### src/rtl/pipe_pkg.sv
// ============================================================================
// Module : pipe_pkg
// Brief  : Constants and helpers shared by the fetch, decode and hazard logic.
// Rev    : 1.0  initial release
// ============================================================================
`default_nettype none

package pipe_pkg;

    localparam int          c_WORD_W       = 32;
    localparam logic [31:0] c_RESET_VECTOR = 32'h0000_0000;
    localparam logic [31:0] c_NOP_INSTR    = 32'hE1A0_0000;  // MOV r0,r0
    localparam logic [31:0] c_PC_INC       = 32'd4;
    localparam logic [31:0] c_CNT_MAX      = 32'hFFFF_FFFF;

    // The F/D register contents as one bundle.
    typedef struct packed {
        logic [31:0] instr;
        logic [31:0] pcPlus8;
        logic        valid;
    } fdReg_t;

    // Increment that holds at all-ones instead of wrapping.
    function automatic logic [31:0] satInc(input logic [31:0] value);
        return (value == c_CNT_MAX) ? value : value + 32'd1;
    endfunction

endpackage

`default_nettype wire

### src/rtl/fetch_stage_flopenrc.sv
// ============================================================================
// Module : flopenrc
// Brief  : Width-parameterised register with enable and synchronous clear;
//          clear has priority over enable.
// Rev    : 1.0  initial release
// ============================================================================
`default_nettype none

module flopenrc #(
    parameter int               WIDTH     = 32,
    parameter logic [WIDTH-1:0] CLR_VALUE = '0
) (
    input  logic             clk,
    input  logic             En,
    input  logic             Clr,
    input  logic [WIDTH-1:0] D,
    output logic [WIDTH-1:0] Q
);

    always_ff @(posedge clk) begin
        if (Clr) begin
            Q <= CLR_VALUE;
        end else if (En) begin
            Q <= D;
        end
    end

endmodule

`default_nettype wire

### src/rtl/fetch_stage.sv
// ============================================================================
// Module : fetch_stage
// Brief  : Fetch stage (PCF, next-PC select) plus the F/D pipeline register.
//          Optional performance counters enabled by FETCH_PERF_CNT_EN.
// Rev    : 1.0  initial release
// ============================================================================
`default_nettype none

module fetch_stage
    import pipe_pkg::*;
#(
    parameter logic [31:0] RESET_VECTOR = c_RESET_VECTOR,
    parameter logic [31:0] NOP_INSTR    = c_NOP_INSTR
) (
    input  logic        clk,
    input  logic        Reset,
    input  logic        StallF,
    input  logic        StallD,
    input  logic        FlushD,
    input  logic        BranchTakenE,
    input  logic [31:0] ALUResultE,
    input  logic        PCSrcW,
    input  logic [31:0] ResultW,
    input  logic [31:0] InstrF,
    output logic [31:0] PCF,
    output logic [31:0] InstrD,
    output logic [31:0] PCPlus8D,
    output logic        ValidD,
    output logic [31:0] StallCntF,
    output logic [31:0] FlushCntD,
    output logic [31:0] RedirectCnt
);

    logic        w_redirect;
    logic [31:0] w_pcPlus4F;
    logic [31:0] w_pcNext;
    logic        w_pcEn;
    logic        w_fdEn;
    logic        w_fdClr;
    fdReg_t      w_fdNext;

    assign w_redirect = BranchTakenE | PCSrcW;
    assign w_pcPlus4F = PCF + c_PC_INC;

    // A redirect must land even while StallF is held, so it forces the enable.
    assign w_pcEn = ~StallF | w_redirect;

    always_comb begin
        w_pcNext = w_pcPlus4F;
        if (BranchTakenE) begin
            w_pcNext = ALUResultE;
        end else if (PCSrcW) begin
            w_pcNext = ResultW;
        end
    end

    flopenrc #(
        .WIDTH     (32),
        .CLR_VALUE (RESET_VECTOR)
    ) u_pcReg (
        .clk (clk),
        .En  (w_pcEn),
        .Clr (Reset),
        .D   (w_pcNext),
        .Q   (PCF)
    );

    // A held D instruction is never flushed; the flush lands once StallD drops.
    assign w_fdEn  = ~StallD;
    assign w_fdClr = Reset | (FlushD & ~StallD);

    always_comb begin
        w_fdNext.instr   = InstrF;
        w_fdNext.pcPlus8 = w_pcPlus4F;
        w_fdNext.valid   = 1'b1;
    end

    flopenrc #(
        .WIDTH     (32),
        .CLR_VALUE (NOP_INSTR)
    ) u_instrDReg (
        .clk (clk),
        .En  (w_fdEn),
        .Clr (w_fdClr),
        .D   (w_fdNext.instr),
        .Q   (InstrD)
    );

    flopenrc #(
        .WIDTH     (32),
        .CLR_VALUE (32'd0)
    ) u_pcPlus8DReg (
        .clk (clk),
        .En  (w_fdEn),
        .Clr (w_fdClr),
        .D   (w_fdNext.pcPlus8),
        .Q   (PCPlus8D)
    );

    flopenrc #(
        .WIDTH     (1),
        .CLR_VALUE (1'b0)
    ) u_validDReg (
        .clk (clk),
        .En  (w_fdEn),
        .Clr (w_fdClr),
        .D   (w_fdNext.valid),
        .Q   (ValidD)
    );

`ifdef FETCH_PERF_CNT_EN
    logic [31:0] r_stallCntF;
    logic [31:0] r_flushCntD;
    logic [31:0] r_redirectCnt;

    always_ff @(posedge clk) begin
        if (Reset) begin
            r_stallCntF   <= 32'd0;
            r_flushCntD   <= 32'd0;
            r_redirectCnt <= 32'd0;
        end else begin
            // A stall overridden by a redirect is not a lost fetch cycle.
            if (StallF && !w_redirect) begin
                r_stallCntF <= satInc(r_stallCntF);
            end
            if (FlushD && !StallD) begin
                r_flushCntD <= satInc(r_flushCntD);
            end
            if (w_redirect) begin
                r_redirectCnt <= satInc(r_redirectCnt);
            end
        end
    end

    assign StallCntF   = r_stallCntF;
    assign FlushCntD   = r_flushCntD;
    assign RedirectCnt = r_redirectCnt;
`else
    assign StallCntF   = 32'd0;
    assign FlushCntD   = 32'd0;
    assign RedirectCnt = 32'd0;
`endif

endmodule

`default_nettype wire

### config.mk
export PLATFORM = sky130hd
export DESIGN_NAME = fetch_stage
export DESIGN_NICKNAME = d
export VERILOG_FILES = /design/src/rtl/pipe_pkg.sv /design/src/rtl/fetch_stage_flopenrc.sv /design/src/rtl/fetch_stage.sv
export SDC_FILE = /design/constraint.sdc
export NUM_CORES = 1
export LEC_CHECK = 0
export CORE_AREA = 2 2 123 125
export DETAILED_ROUTE_END_ITERATION = 10
export DIE_AREA = 0 0 125 127
export GPL_TIMING_DRIVEN = 0
export MAX_ROUTING_LAYER = met4
export PLACE_DENSITY = 0.83
export SLEW_MARGIN = 40
export SYNTH_ARGS = -nofsm -noshare
export SYNTH_HDL_FRONTEND = slang
export SYNTH_HIERARCHICAL = 1
export SYNTH_SLANG_ARGS = --single-unit
### constraint.sdc
create_clock -name clk -period 2.23 [get_ports clk]
set_clock_uncertainty 0.15 [all_clocks]
set_input_delay 0.446 -clock clk [delete_from_list [all_inputs] [get_ports clk]]
set_output_delay 0.446 -clock clk [all_outputs]
set_load 0.05 [all_outputs]
# ---- After elaboration in Yosys (flattened, before gate mapping)
# Index checks and enable logic that the tools add are counted.
dict set report totals {
  out_inout_bits 193
  elab_cells 13
  ff_bits 97
  in_bits 103
}
dict set report op_classes {
  mux 2
  add_sub_neg 1
  bitwise 6
}
# cell n
set op_table {}
lappend op_table {{$mux W32} 2}
lappend op_table {{$add A32 B3 Y32 const B} 1}
lappend op_table {{$or A1 B1 Y1} 3}
lappend op_table {{$not A1 Y1} 2}
lappend op_table {{$and A1 B1 Y1} 1}

# ---- Logic depth before layout (Yosys ltp)
# Gate-level depths: netlist of the first run.
dict set report depth {
  depth_word 3
  mapped_depth 9
  depth_no_buf 8
}

# ---- By module
# The synthesis of the first run kept the hierarchy.
# module cells_each instances area_per_inst_um2 seq_area_each_um2
set modules_own_cells {}
lappend modules_own_cells {{flopenrc at u_pcPlus8DReg ...} 103 2 1163.6 640.6}
lappend modules_own_cells {fetch_stage 307 1 2129.5 0.0}
lappend modules_own_cells {{flopenrc at u_instrDReg} 103 1 1177.4 640.6}
lappend modules_own_cells {{flopenrc at u_validDReg} 3 1 33.8 20.0}

# ---- Worst setup path after synthesis of the first run
# Ideal clock, no wire load.
dict set report synth_timing {
  kind {register to register}
  from {register u_pcReg.Q[2]}
  to {register u_pcPlus8DReg.Q[30]}
  setup_ns 0.128
  path_slack_ns -0.189
  arrival_time_ns 2.142
  path_stages_with_launch 9
  cell_sequence {dfxtp_1 -> ha_1 -> and3_1 -> buf_2 -> nand4_1 -> o31a_1 -> or2_2 -> mux2i_1 -> nor2_1}
}
dict set report synth_via {
  elab_chain_len 1
}
# item line_no
set synth_rtl {}
lappend synth_rtl {{from (decl)} fetch_stage_flopenrc.sv:17} ;# output logic [WIDTH-1:0] Q
lappend synth_rtl {{from (signal assigned)} fetch_stage_flopenrc.sv:22} ;# Q <= CLR_VALUE;
lappend synth_rtl {{from (signal assigned)} fetch_stage_flopenrc.sv:24} ;# Q <= D;
lappend synth_rtl {{$add A32 B3 Y32} fetch_stage.sv:43} ;# assign w_pcPlus4F = PCF + c_PC_INC;
lappend synth_rtl {{named net w_pcPlus4F[30]} fetch_stage.sv:35} ;# logic [31:0] w_pcPlus4F;
lappend synth_rtl {{to (signal assigned)} fetch_stage_flopenrc.sv:22}
lappend synth_rtl {{to (signal assigned)} fetch_stage_flopenrc.sv:24}
lappend synth_rtl {{to (decl)} fetch_stage_flopenrc.sv:17}
# The timed path passes the listed nets, and every way through them passes these cells.
# A chain may end at the register's enable or synchronous reset.

# ---- Worst setup path after layout of the first run
dict set report layout_timing {
  from {register u_pcReg.Q[28]}
  to {output PCF[28]}
}
# item line_no
set layout_lines {}
lappend layout_lines {{to (decl)} fetch_stage.sv:25} ;# output logic [31:0] PCF,
# No word-level cell between the ends.

==> metrics.txt, run 1 <==
outcome=finished, final reports clean; layout cells sized above 1=19.9%; Clock Power Share=30.9%; Cells after Synth=619; # fillers=1267; final net count=1034; number of synthesized register bits=97; critical path capture point type=output pin; Avg Cell Area, Syn=9.16 µm²; final setup fails=0; CP max stage delay=0.84 ns; root buf cell=clkbuf_16; fin util=60.4%; fmax=461 MHz; DR WL/cell=15.0 µm; Critical Path Start Type=register; sequential share of power=36.9%; Die X=125 µm; Yosys top cell by area=dfxtp_1; largest net degree at the start of global routing=16; DRC viols=0; clk_lat worst skew=0.34 ns; final worst-path cycle share=97.3%; Post-Synth XOR/XNOR Area=3.84%; ant diodes=0; switching share of total power=34.7%; Slowest cell on crit path=clkdlybuf4s50_1; Area growth syn-to-layout=53.8%; initial antenna violation count=0; Pre-antenna DRT Iters=4; pwr dens=598 mW/mm²; Num CTS Buffers=9; routed wire length=16.8 mm; Arr. time, crit path=1.57 ns; clock sinks=97; DR vias/cell=4.55; post-synth top area share=34.3%; Initial Util=39.3%; count leader, synth=mux2i_1; vias in the first global route=4854; kind of critical path=reg -> out; final hold vios=0; Gate power share=32.2%; buffers and inverters on the worst path=1; placed cells=1097; Yosys warning total=6; setup TNS=0 ns; number of flops mapped to enable cells by yosys=0; multiplexer area fraction after synthesis=19.4%; total of max-cap violations=0; Die Footprint=0.0159 mm²; fin. max-slew vios=0; core area=0.0144 mm²; Cell variety after synth=46; first-pass GRT wire length=26.0 mm; hold crit path type=reg -> reg; Leak=4.26 nW; post-synthesis sequential area ratio=34.3%; largest family of logic cells by synthesized area=multiplexers; minimum clock period=2.17 ns; fraction of the mapped netlist area in adder cells=0.221%; Compound-Gate Fraction of Synth Area=6.71%; row count=44; GPL Wtd Cong=0.808; Routed Antenna Nets=0; CP Cell Sequence=clkdlybuf4s50_1; simple-gate share of the synthesized area=16.5%; starting DRC count in detailed routing=277; Sw Pwr=0.00181 W; Worst Path Required=1.63 ns; peak supply drop=0.419 mV; top cells by area, synth=dfxtp_1 (34%), mux2i_1 (19%), buf_4 (13%), nor2_1 (6.3%), buf_12 (3.2%); Netlist Area Pre-Place=0.00567 mm²; die extent in y=127 µm; GRT Resource Usage Total=21.0%; Detailed Place HPWL=13.0 mm; H-tree depth=3; most frequent cells after synthesis=mux2i_1 (109), dfxtp_1 (97), buf_4 (96), nor2_1 (95), nand2_1 (37); GRT overflow=0; TritonCTS clock tree=yes; CP max FO=4; CTS max path bufs=2; CTS Hold Bufs=0; vias=5093; total I/O pin count=296; Non-Filler Instances=1119; worst rel slew slack=59.5%; CTS clock-pin slew for the worst setup and hold paths=0.07 ns; delay-heaviest family, CP=buffers and inverters; Post-synth ARST share=0%; ys flop type=dfxtp_1; I/O Buffers=199; Tightest Pin Transition=0.607 ns; Cell Int Power=0.00341 W
==> layout make-up <==
type	instances	area (µm²)	share of cell area (%)
Multi-Input combinational cell	479	3050	35.0
Timing Repair Buffer	205	2050	23.5
Sequential cell	97	1980	22.7
Buffer	133	1080	12.4
Clock buffer	11	253	2.90
Tap cell	184	230	2.64
Clock inverter	5	53.8	0.617
Inverter	5	18.8	0.215
==> sequential cells by signal (all words and copies together), names as in the netlist <==
signal,count
u_instrDReg/Q,32
u_pcPlus8DReg/Q,32
u_pcReg/Q,32
u_validDReg/Q,1
==> power by group through the flow <==
| stage | clock, W | sequential, W | combinational (W) |
|---|---|---|---|
| floorplan | 0 | 0.00226 | 0.000873 |
| global placement | 0 | 0.00196 | 0.00165 |
| detailed placement | 0 | 0.00196 | 0.00166 |
| CTS | 0.00165 | 0.00192 | 0.00167 |
| global route | 0.00171 | 0.00194 | 0.00176 |
| finish | 0.00161 | 0.00192 | 0.00168 |
==> what timing repair did <==
| item | in CTS | in global routing |
|---|---|---|
| pin swaps | 0 | 6 |
| buffers inserted | 0 | 6 |
| resized for setup | 9 | 28 |
| endpoints found under the setup margin | 29 | 37 |
==> path summary, 6_finish.rpt <==
path,startpoint,slack [ns],cells past startpoint,end
hold reg to reg,u_pcPlus8DReg/Q[31],0.34,2,u_pcPlus8DReg/Q[31]
setup / recovery,u_pcReg/Q[28],0.06,1,PCF[28]
setup reg to reg,u_pcReg/Q[2],0.11,9,u_pcReg/Q[30]
hold / removal,u_pcPlus8DReg/Q[31],0.34,2,u_pcPlus8DReg/Q[31]
==> worst min-delay path, cell delays in order (launching register included) <==
cell and delay [ns]:
dfxtp_1 0.33, mux2i_1 0.06, nor2_1 0.07
==> kinds of logic after synthesis <==
logic type                 Yosys count
and+or+nand+nor                    193
DFF                                 97
other                                2
AOI/OAI and AO/OA                   54
buffers and inverters              138
xor gates and xnor gates            24
muxes                              110
adders and majority gates            1
==> per-layer routing <==
layer  routed length, µm  track usage, %  share of wire (%)
met1                6800            24.3                 40
met5                   0               -                  0
met2                8230            35.0                 49
met4                 337            7.25                2.0
met3                1420            6.24                8.5
==> cell usage in the layout (no fill, tap or decap), types with 10 or more instances in the layout <==
cell type and count:
dfxtp_2 18, conb_1 97, mux2i_1 109, xnor2_1 13, clkbuf_1 10, clkdlybuf4s50_1 190
nand2_1 37, buf_4 102, dfxtp_1 75, nor2_1 93, xor2_1 10, o21ai_0 18
==> stage by stage <==
step / worst slack (ns) / hold slack (ns) / area, µm² / power [W]
after detailed placement: -0.910 / 0.334 / 8280 / 0.00362
final: 0.0612 / 0.345 / 8710 / 0.00521
after floorplan: 0.0208 / 0.368 / 6050 / 0.00314
after global routing: -0.0123 / 0.371 / 8710 / 0.00540
after global placement: -0.848 / 0.321 / 8270 / 0.00361
after CTS: 0.000619 / 0.353 / 8590 / 0.00524
Power figures use the tool's default switching activity.
==> inputs of run 2 (changes only) <==
--- a/config.mk
+++ b/config.mk
@@ -5,6 +5,7 @@
 export SDC_FILE = /design/constraint.sdc
 export NUM_CORES = 1
 export LEC_CHECK = 0
+export CAP_MARGIN = 25
 export CORE_AREA = 2 2 123 125
 export DETAILED_ROUTE_END_ITERATION = 10
 export DIE_AREA = 0 0 125 127
==> results of run 2 <==
Same layout as run 1: the final DEF is identical, and so are final timing and power.
